### src/rtl/mem_port_arbiter.sv
// mem_port_arbiter: shares the core's single data-memory port between the
// instruction fetch unit (IFU) and the load/store unit (LSU). Only one
// transaction is in flight at a time. LSU normally wins, but an aging counter
// forces an IFU grant after STARVE_LIMIT consecutive LSU grants made while the
// IFU was waiting.
module mem_port_arbiter #(
    parameter int ADDR_W       = 32,
    parameter int DATA_W       = 32,
    parameter int STARVE_LIMIT = 4
) (
    input  logic                clk,
    input  logic                rst,

    input  logic                ifu_req_valid,
    output logic                ifu_req_ready,
    input  logic [ADDR_W-1:0]   ifu_addr,
    output logic                ifu_rsp_valid,
    output logic [DATA_W-1:0]   ifu_rdata,

    input  logic                lsu_req_valid,
    output logic                lsu_req_ready,
    input  logic [ADDR_W-1:0]   lsu_addr,
    input  logic                lsu_wen,
    input  logic [DATA_W-1:0]   lsu_wdata,
    input  logic [7:0]          lsu_wmask,
    output logic                lsu_rsp_valid,
    output logic [DATA_W-1:0]   lsu_rdata,

    output logic                mem_req_valid,
    input  logic                mem_req_ready,
    output logic [ADDR_W-1:0]   mem_addr,
    output logic                mem_wen,
    output logic [DATA_W-1:0]   mem_wdata,
    output logic [DATA_W/8-1:0] mem_wmask,
    input  logic                mem_rsp_valid,
    input  logic [DATA_W-1:0]   mem_rdata,

    output logic                arb_err
);

    localparam int MASK_W = DATA_W / 8;
    localparam int CNT_W  = $clog2(STARVE_LIMIT + 1);
    localparam logic [CNT_W-1:0] LIMIT = CNT_W'(STARVE_LIMIT);

    typedef enum logic [1:0] {
        ST_IDLE,
        ST_REQ,
        ST_WAIT_RSP
    } state_t;

    typedef enum logic {
        OWNER_IFU,
        OWNER_LSU
    } owner_t;

    state_t           state_q;
    state_t           state_d;
    owner_t           owner_q;
    logic [CNT_W-1:0] starve_cnt;

    // Mask bits above the port width are never forwarded; folding them here
    // keeps the whole mask port visibly consumed.
    logic unused_wmask_bits;
    assign unused_wmask_bits = ^lsu_wmask;

    // State register; reset drops any in-flight transaction.
    always_ff @(posedge clk) begin
        if (rst) begin
            state_q <= ST_IDLE;
        end else begin
            state_q <= state_d;
        end
    end

    // Next-state logic plus the grant decision, which is made combinationally in IDLE.
    always_comb begin
        state_d       = state_q;
        ifu_req_ready = 1'b0;
        lsu_req_ready = 1'b0;
        mem_req_valid = 1'b0;
        case (state_q)
            ST_IDLE: begin
                if (!rst) begin
                    if (lsu_req_valid && (starve_cnt < LIMIT)) begin
                        lsu_req_ready = 1'b1;
                        state_d       = ST_REQ;
                    end else if (ifu_req_valid) begin
                        ifu_req_ready = 1'b1;
                        state_d       = ST_REQ;
                    end
                end
            end
            ST_REQ: begin
                mem_req_valid = 1'b1;
                if (mem_req_ready) begin
                    state_d = ST_WAIT_RSP;
                end
            end
            ST_WAIT_RSP: begin
                if (mem_rsp_valid) begin
                    state_d = ST_IDLE;
                end
            end
            default: begin
                state_d = ST_IDLE;
            end
        endcase
    end

    // Latch the winner's request fields and update the IFU aging counter on each grant.
    always_ff @(posedge clk) begin
        if (rst) begin
            owner_q    <= OWNER_IFU;
            mem_addr   <= '0;
            mem_wen    <= 1'b0;
            mem_wdata  <= '0;
            mem_wmask  <= '0;
            starve_cnt <= '0;
        end else if (lsu_req_ready) begin
            owner_q   <= OWNER_LSU;
            mem_addr  <= lsu_addr;
            mem_wen   <= lsu_wen;
            mem_wdata <= lsu_wen ? lsu_wdata : '0;
            mem_wmask <= lsu_wen ? lsu_wmask[MASK_W-1:0] : '0;
            if (!ifu_req_valid) begin
                starve_cnt <= '0;
            end else if (starve_cnt != LIMIT) begin
                starve_cnt <= starve_cnt + CNT_W'(1);
            end
        end else if (ifu_req_ready) begin
            owner_q    <= OWNER_IFU;
            mem_addr   <= ifu_addr;
            mem_wen    <= 1'b0;
            mem_wdata  <= '0;
            mem_wmask  <= '0;
            starve_cnt <= '0;
        end
    end

    // Route the memory response to its owner as a one-cycle pulse; a response outside WAIT_RSP is flagged sticky.
    always_ff @(posedge clk) begin
        if (rst) begin
            ifu_rsp_valid <= 1'b0;
            lsu_rsp_valid <= 1'b0;
            ifu_rdata     <= '0;
            lsu_rdata     <= '0;
            arb_err       <= 1'b0;
        end else begin
            ifu_rsp_valid <= 1'b0;
            lsu_rsp_valid <= 1'b0;
            if (mem_rsp_valid) begin
                if (state_q == ST_WAIT_RSP) begin
                    if (owner_q == OWNER_LSU) begin
                        lsu_rsp_valid <= 1'b1;
                        lsu_rdata     <= mem_wen ? '0 : mem_rdata;
                    end else begin
                        ifu_rsp_valid <= 1'b1;
                        ifu_rdata     <= mem_rdata;
                    end
                end else begin
                    arb_err <= 1'b1;
                end
            end
        end
    end

endmodule
### config.mk
export PLATFORM = sky130hd
export DESIGN_NAME = mem_port_arbiter
export DESIGN_NICKNAME = d
export VERILOG_FILES = /design/src/rtl/mem_port_arbiter.sv
export SDC_FILE = /design/constraint.sdc
export NUM_CORES = 1
export LEC_CHECK = 0
export BUFFER_PORTS_ARGS = -buffer_cell sky130_fd_sc_hd__buf_2
export CAP_MARGIN = 10
export CORE_AREA = 2 2 109 111
export CTS_BUF_LIST = sky130_fd_sc_hd__clkbuf_8
export DETAILED_ROUTE_END_ITERATION = 8
export DIE_AREA = 0 0 111 113
export GPL_TIMING_DRIVEN = 1
export PLACE_DENSITY = 0.81
export SETUP_SLACK_MARGIN = 0.15
export SKIP_CTS_REPAIR_TIMING = 1
export SYNTH_ARGS = -nofsm -noshare
export SYNTH_HDL_FRONTEND = slang
export SYNTH_SLANG_ARGS = --single-unit
### constraint.sdc
create_clock -name clk -period 4.2 [get_ports clk]
set_clock_uncertainty 0.2 [all_clocks]
set_input_delay 0.42 -clock clk [delete_from_list [all_inputs] [get_ports clk]]
set_output_delay 0.42 -clock clk [all_outputs]
set_load 0.01 [all_outputs]
Word-level counts from Yosys, hierarchy flattened:

Cells that the tools add are included.

* flip-flop bits (word level): 142
* input bits: 143
* output and inout bits: 139
* logic and storage cells: 64

* add/sub/neg operators: 1
* magnitude comparators: 1
* equal/unequal tests: 7
* muxes and demuxes: 31
* bitwise operators: 3
* reduce and logical (&&, ||, !) cells: 9

Operators by type and width (count)
* 2-to-1 mux 32 bit: 6
* 2-to-1 mux 1 bit: 13
* 2-to-1 mux 3 bit: 4
* 2-to-1 mux 4 bit: 3
* AND reduction 3 bit: 3
* 2-to-1 mux 2 bit: 4
* != test 3 bit, second input constant: 2
* one-hot mux 2 bit (3 select lines): 1
* != test 2 bit, second input constant: 2
* AND reduction 2 bit: 2
* adder 3 x 1 -> 3 bit, second input constant: 1
* < comparator 3 bit, second input constant: 1
* != test 3 x 2 -> 1 bit, second input constant: 1
* NOT 1 bit: 3
* OR reduction 3 bit: 1
* equality test 2 x 1 -> 1 bit, second input constant: 1
* equality test 2 bit, second input constant: 1
* zero test 2 bit: 1
* nonzero test 2 bit: 1
* logical AND 1 bit: 1

Logic depth before layout (Yosys ltp):

* depth in word-level cells: 7
* mapped depth: 9

Worst setup path after synthesis:

OpenSTA, ideal clock, no wires.

* path kind: input -> output
* from: in rst
* to: out lsu_req_ready
* data arrival time: 1564 ps
* data required time: 3580 ps
* slack: 2016 ps
* cell stages on the path: 6
* buffers on the path: 3
* path through: buf_2 -> or4b_1 -> or2_1 -> buf_6 -> clkinv_4 -> buf_4

* cells in the longest elaborated chain, start to end: 2

RTL lines
* from (decl): RTL line 12 `input logic rst,`
* 2-to-1 mux 1 bit: RTL line 83 `if (!rst) begin`
* 2-to-1 mux 1 bit: RTL line 81 `case (state_q)`
* to (decl): RTL line 21 `output logic lsu_req_ready,`

No other way between the ends.

Final worst setup path:

* from: reg state_q[1]
* to: out lsu_req_ready

* cells in the longest elaborated chain, start to end: 2

RTL lines
* from (decl): RTL line 56 `state_t state_q;`
* from (signal assigned): RTL line 71 `state_q <= state_d;`
* zero test 2 bit: RTL line 81
* 2-to-1 mux 1 bit: RTL line 81

No other way between the ends.

==> out/qor.csv <==
stage,metric,value,unit
route,wirelength,16600,um
synthesis,yosys_warnings,0,
sta,tns,0,ns
cts,insertion_delay,0.43,ns
cts,clock_path_buffers,2,
sta,post-route-min-period,2.66,ns
power,p_leak,0.00351,uW
placement,place_inst,972,
die,rows,39,
synthesis,ys_seq_area_share,54.2,%
critical_path,crit_path_end_kind,primary output,
sta,relSlewSlack,35.5,%
cells_and_area,nets,1034,
die,core_area,11300,sq um
die,die_h,113,um
synthesis,synthMuxAreaShare,0,%
route,drt-initial-drc-count,577,
cells_and_area,finish.utilization,66.5,%
cells_and_area,drive_gt1_share,35.7,%
hold_path,worstHoldPathCells,3,
placement,gp_congestion,0.804,
critical_path,required,3.58,ns
synthesis,synth_compound_area_share,21.0,%
cells_and_area,layout_commonest_cell,buf_2,
critical_path,r2r-end,mem_wdata[24],
cells_and_area,instances_no_fill,1045,
sta,fmax,376,MHz
route,vias_per_cell,5.15,
critical_path,cp.arrival,2.04,ns
hold_path,hold_start,ifu_addr[31],
route,num_vias,5384,
cts,path_clk_slew,0.08,ns
synthesis,syn_nets,739,
synthesis,syn_inst,594,
run,maxCapViolations,0,
status,outcome,finished clean,
route,drc,0,
cells_and_area,multiInputGateArea,2140,sq um
grt,globalRouteTotalUtil,23.4,%
die,ioPinCount,282,
placement,dp_hpwl,10200,um
sta,drv_slew,0,
synthesis,synth_top_cell_area_share,54.2,%
grt,antenna_found_initial,0,
cells_and_area,seqCellArea,2840,sq um
cts,cts_tree,yes,
synthesis,synth_adder_area_share,0.477,%
die,die_area,12500,sq um
die,start_util,46.5,%
cells_and_area,area_growth_syn_to_layout,43.0,%
synthesis,synthXorXnorAreaFrac,0,%
synthesis,synth.area.top_cells,"dfxtp_1 (54%), nand2_1 (9.7%), a21oi_1 (9.4%)",
route,ant_nets,0,
hold_path,hold_class,in -> reg,
grt,grt_pass1_wl,23800,um
route,wl_per_cell,15.9,um
synthesis,ys_ff_latch,142,
cts,clkSinkCount,142,
sta,rsz0062_at_grt,no,
synthesis,postSynth.asyncResetShare,0,%
grt,grt_overflow_total,0,
critical_path,ff2ff_path_depth,5,
synthesis,synthesis.area,5240,sq um
synthesis,synth_top_family_by_area,compound AO/OA/AOI/OAI gates,
critical_path,reg2reg_setup_slack,1.85,ns
cts,cts.htree.levels,4,
sta,whs,0.0204,ns
grt,grt_max_degree,70,
critical_path,worstSetupPathType,reg -> out,
grt,grt_pass1_vias,4786,
power,irDropWorstVdd,0.233,mV
sta,hold_violations,0,
synthesis,avgSynthCellArea,8.83,sq um
cells_and_area,diodes,0,
synthesis,ys_types,32,
power,p_per_area,405,nW/um^2
sta,fin_crit_sh,63.3,%
cts,cts_root_buf,clkbuf_8,
die,die_w,111,um
synthesis,yosysTopAreaCell,dfxtp_1,
cells_and_area,fillCellCount,923,
sta,setup_viol,0,
synthesis,synth_edf_count,0,
placement,io_buffers,277,
critical_path,timing.rr.start,state_q[1],
cts,cts_buffers,17,
critical_path,critPathLaunchType,register,
synthesis,synth_top_flop_cell,dfxtp_1,
cells_and_area,final_cell_mix,"buf_2 (276), dfxtp_1 (142), nand2_1 (135)",
critical_path,critical_path.max_fanout,36,
route,dr.pass1.iters,7,
hold_path,whs_endpoint,mem_addr[31],
synthesis,synthSimpleGateAreaFrac,19.1,%
sta,tightestPinTransition,0.965,ns
-- worst max-delay path by stage --
stage                     from             to  cells past startpoint
floorplan                  rst  lsu_req_ready                      6
global placement           rst  mem_wdata[28]                      6
detailed placement         rst  mem_wdata[20]                      6
CTS                 state_q[1]  lsu_req_ready                      4
global route        state_q[1]  lsu_req_ready                      4
finish              state_q[1]  lsu_req_ready                      4
-- layout make-up --
type                       count  share of cell area [%]
clock buffer                  18                    3.30
clock inverter                14                    2.74
inverter                       3                   0.217
multi-input combinational    398                    28.5
sequential                   142                    37.9
tap                          143                    2.39
timing repair buffer         327                    24.9
-- where the power goes --
| part | leakage [uW] | internal, uW | switching (uW) |
|---|---|---|---|
| registers | 0.00115 | 1400 | 34.7 |
| clock network | 0.000226 | 678 | 560 |
| logic | 0.00213 | 169 | 195 |
| total | 0.00351 | 2250 | 790 |
-- worst max-delay path: stages, from the launching register on --
cell	delay [ns]
dfxtp_1	0.38
or4b_1	0.52
or2_1	0.26
clkinv_4	0.22
buf_2	0.19
-- metal layers --
metal	global-route usage (%)	vias up	wire length, um
met5	0	-	0
met4	7.92	0	371
met3	7.23	28	1150
met2	39.1	241	8490
met1	28.8	2482	6570
li1	-	2633	-
-- cell usage after synthesis (2+ instances only) --
cell type / number
o21a_1: 2
nand3_1: 2
clkbuf_1: 42
dfxtp_1: 142
a211oi_1: 30
nand3b_1: 33
a311oi_1: 2
nor2_1: 40
buf_4: 3
nor3_1: 2
buf_8: 4
a22o_1: 36
nor2b_1: 3
inv_1: 2
a21oi_1: 98
ha_1: 2
nand2_1: 135
nand4_1: 2
-- registers in the layout, indices dropped and copies added, names as in the netlist --
name           cells
state_q            2
mem_wdata         32
arb_err            1
lsu_rdata         32
lsu_rsp_valid      1
owner_q            1
ifu_rsp_valid      1
mem_wmask          4
mem_wen            1
ifu_rdata         32
mem_addr          32
starve_cnt         3
-- metrics by stage --
| stage | power, uW | setup slack, ns | area (sq um) |
|---|---|---|---|
| finish | 3030 | 1.54 | 7500 |
| global placement | 1780 | 1.61 | 6630 |
| floorplan | 1640 | 2.02 | 5240 |
| global route | 3160 | 1.42 | 7500 |
| CTS | 3020 | 1.52 | 7090 |
| detailed placement | 1790 | 1.57 | 6630 |
-- kinds of logic after synthesis --
family,after synthesis
and+or+nand+nor,223
buffers and inverters,54
adders and majority gates,2
DFF,142
AOI/OAI and AO/OA,173
No activity file was read; power rests on OpenSTA's default activity.
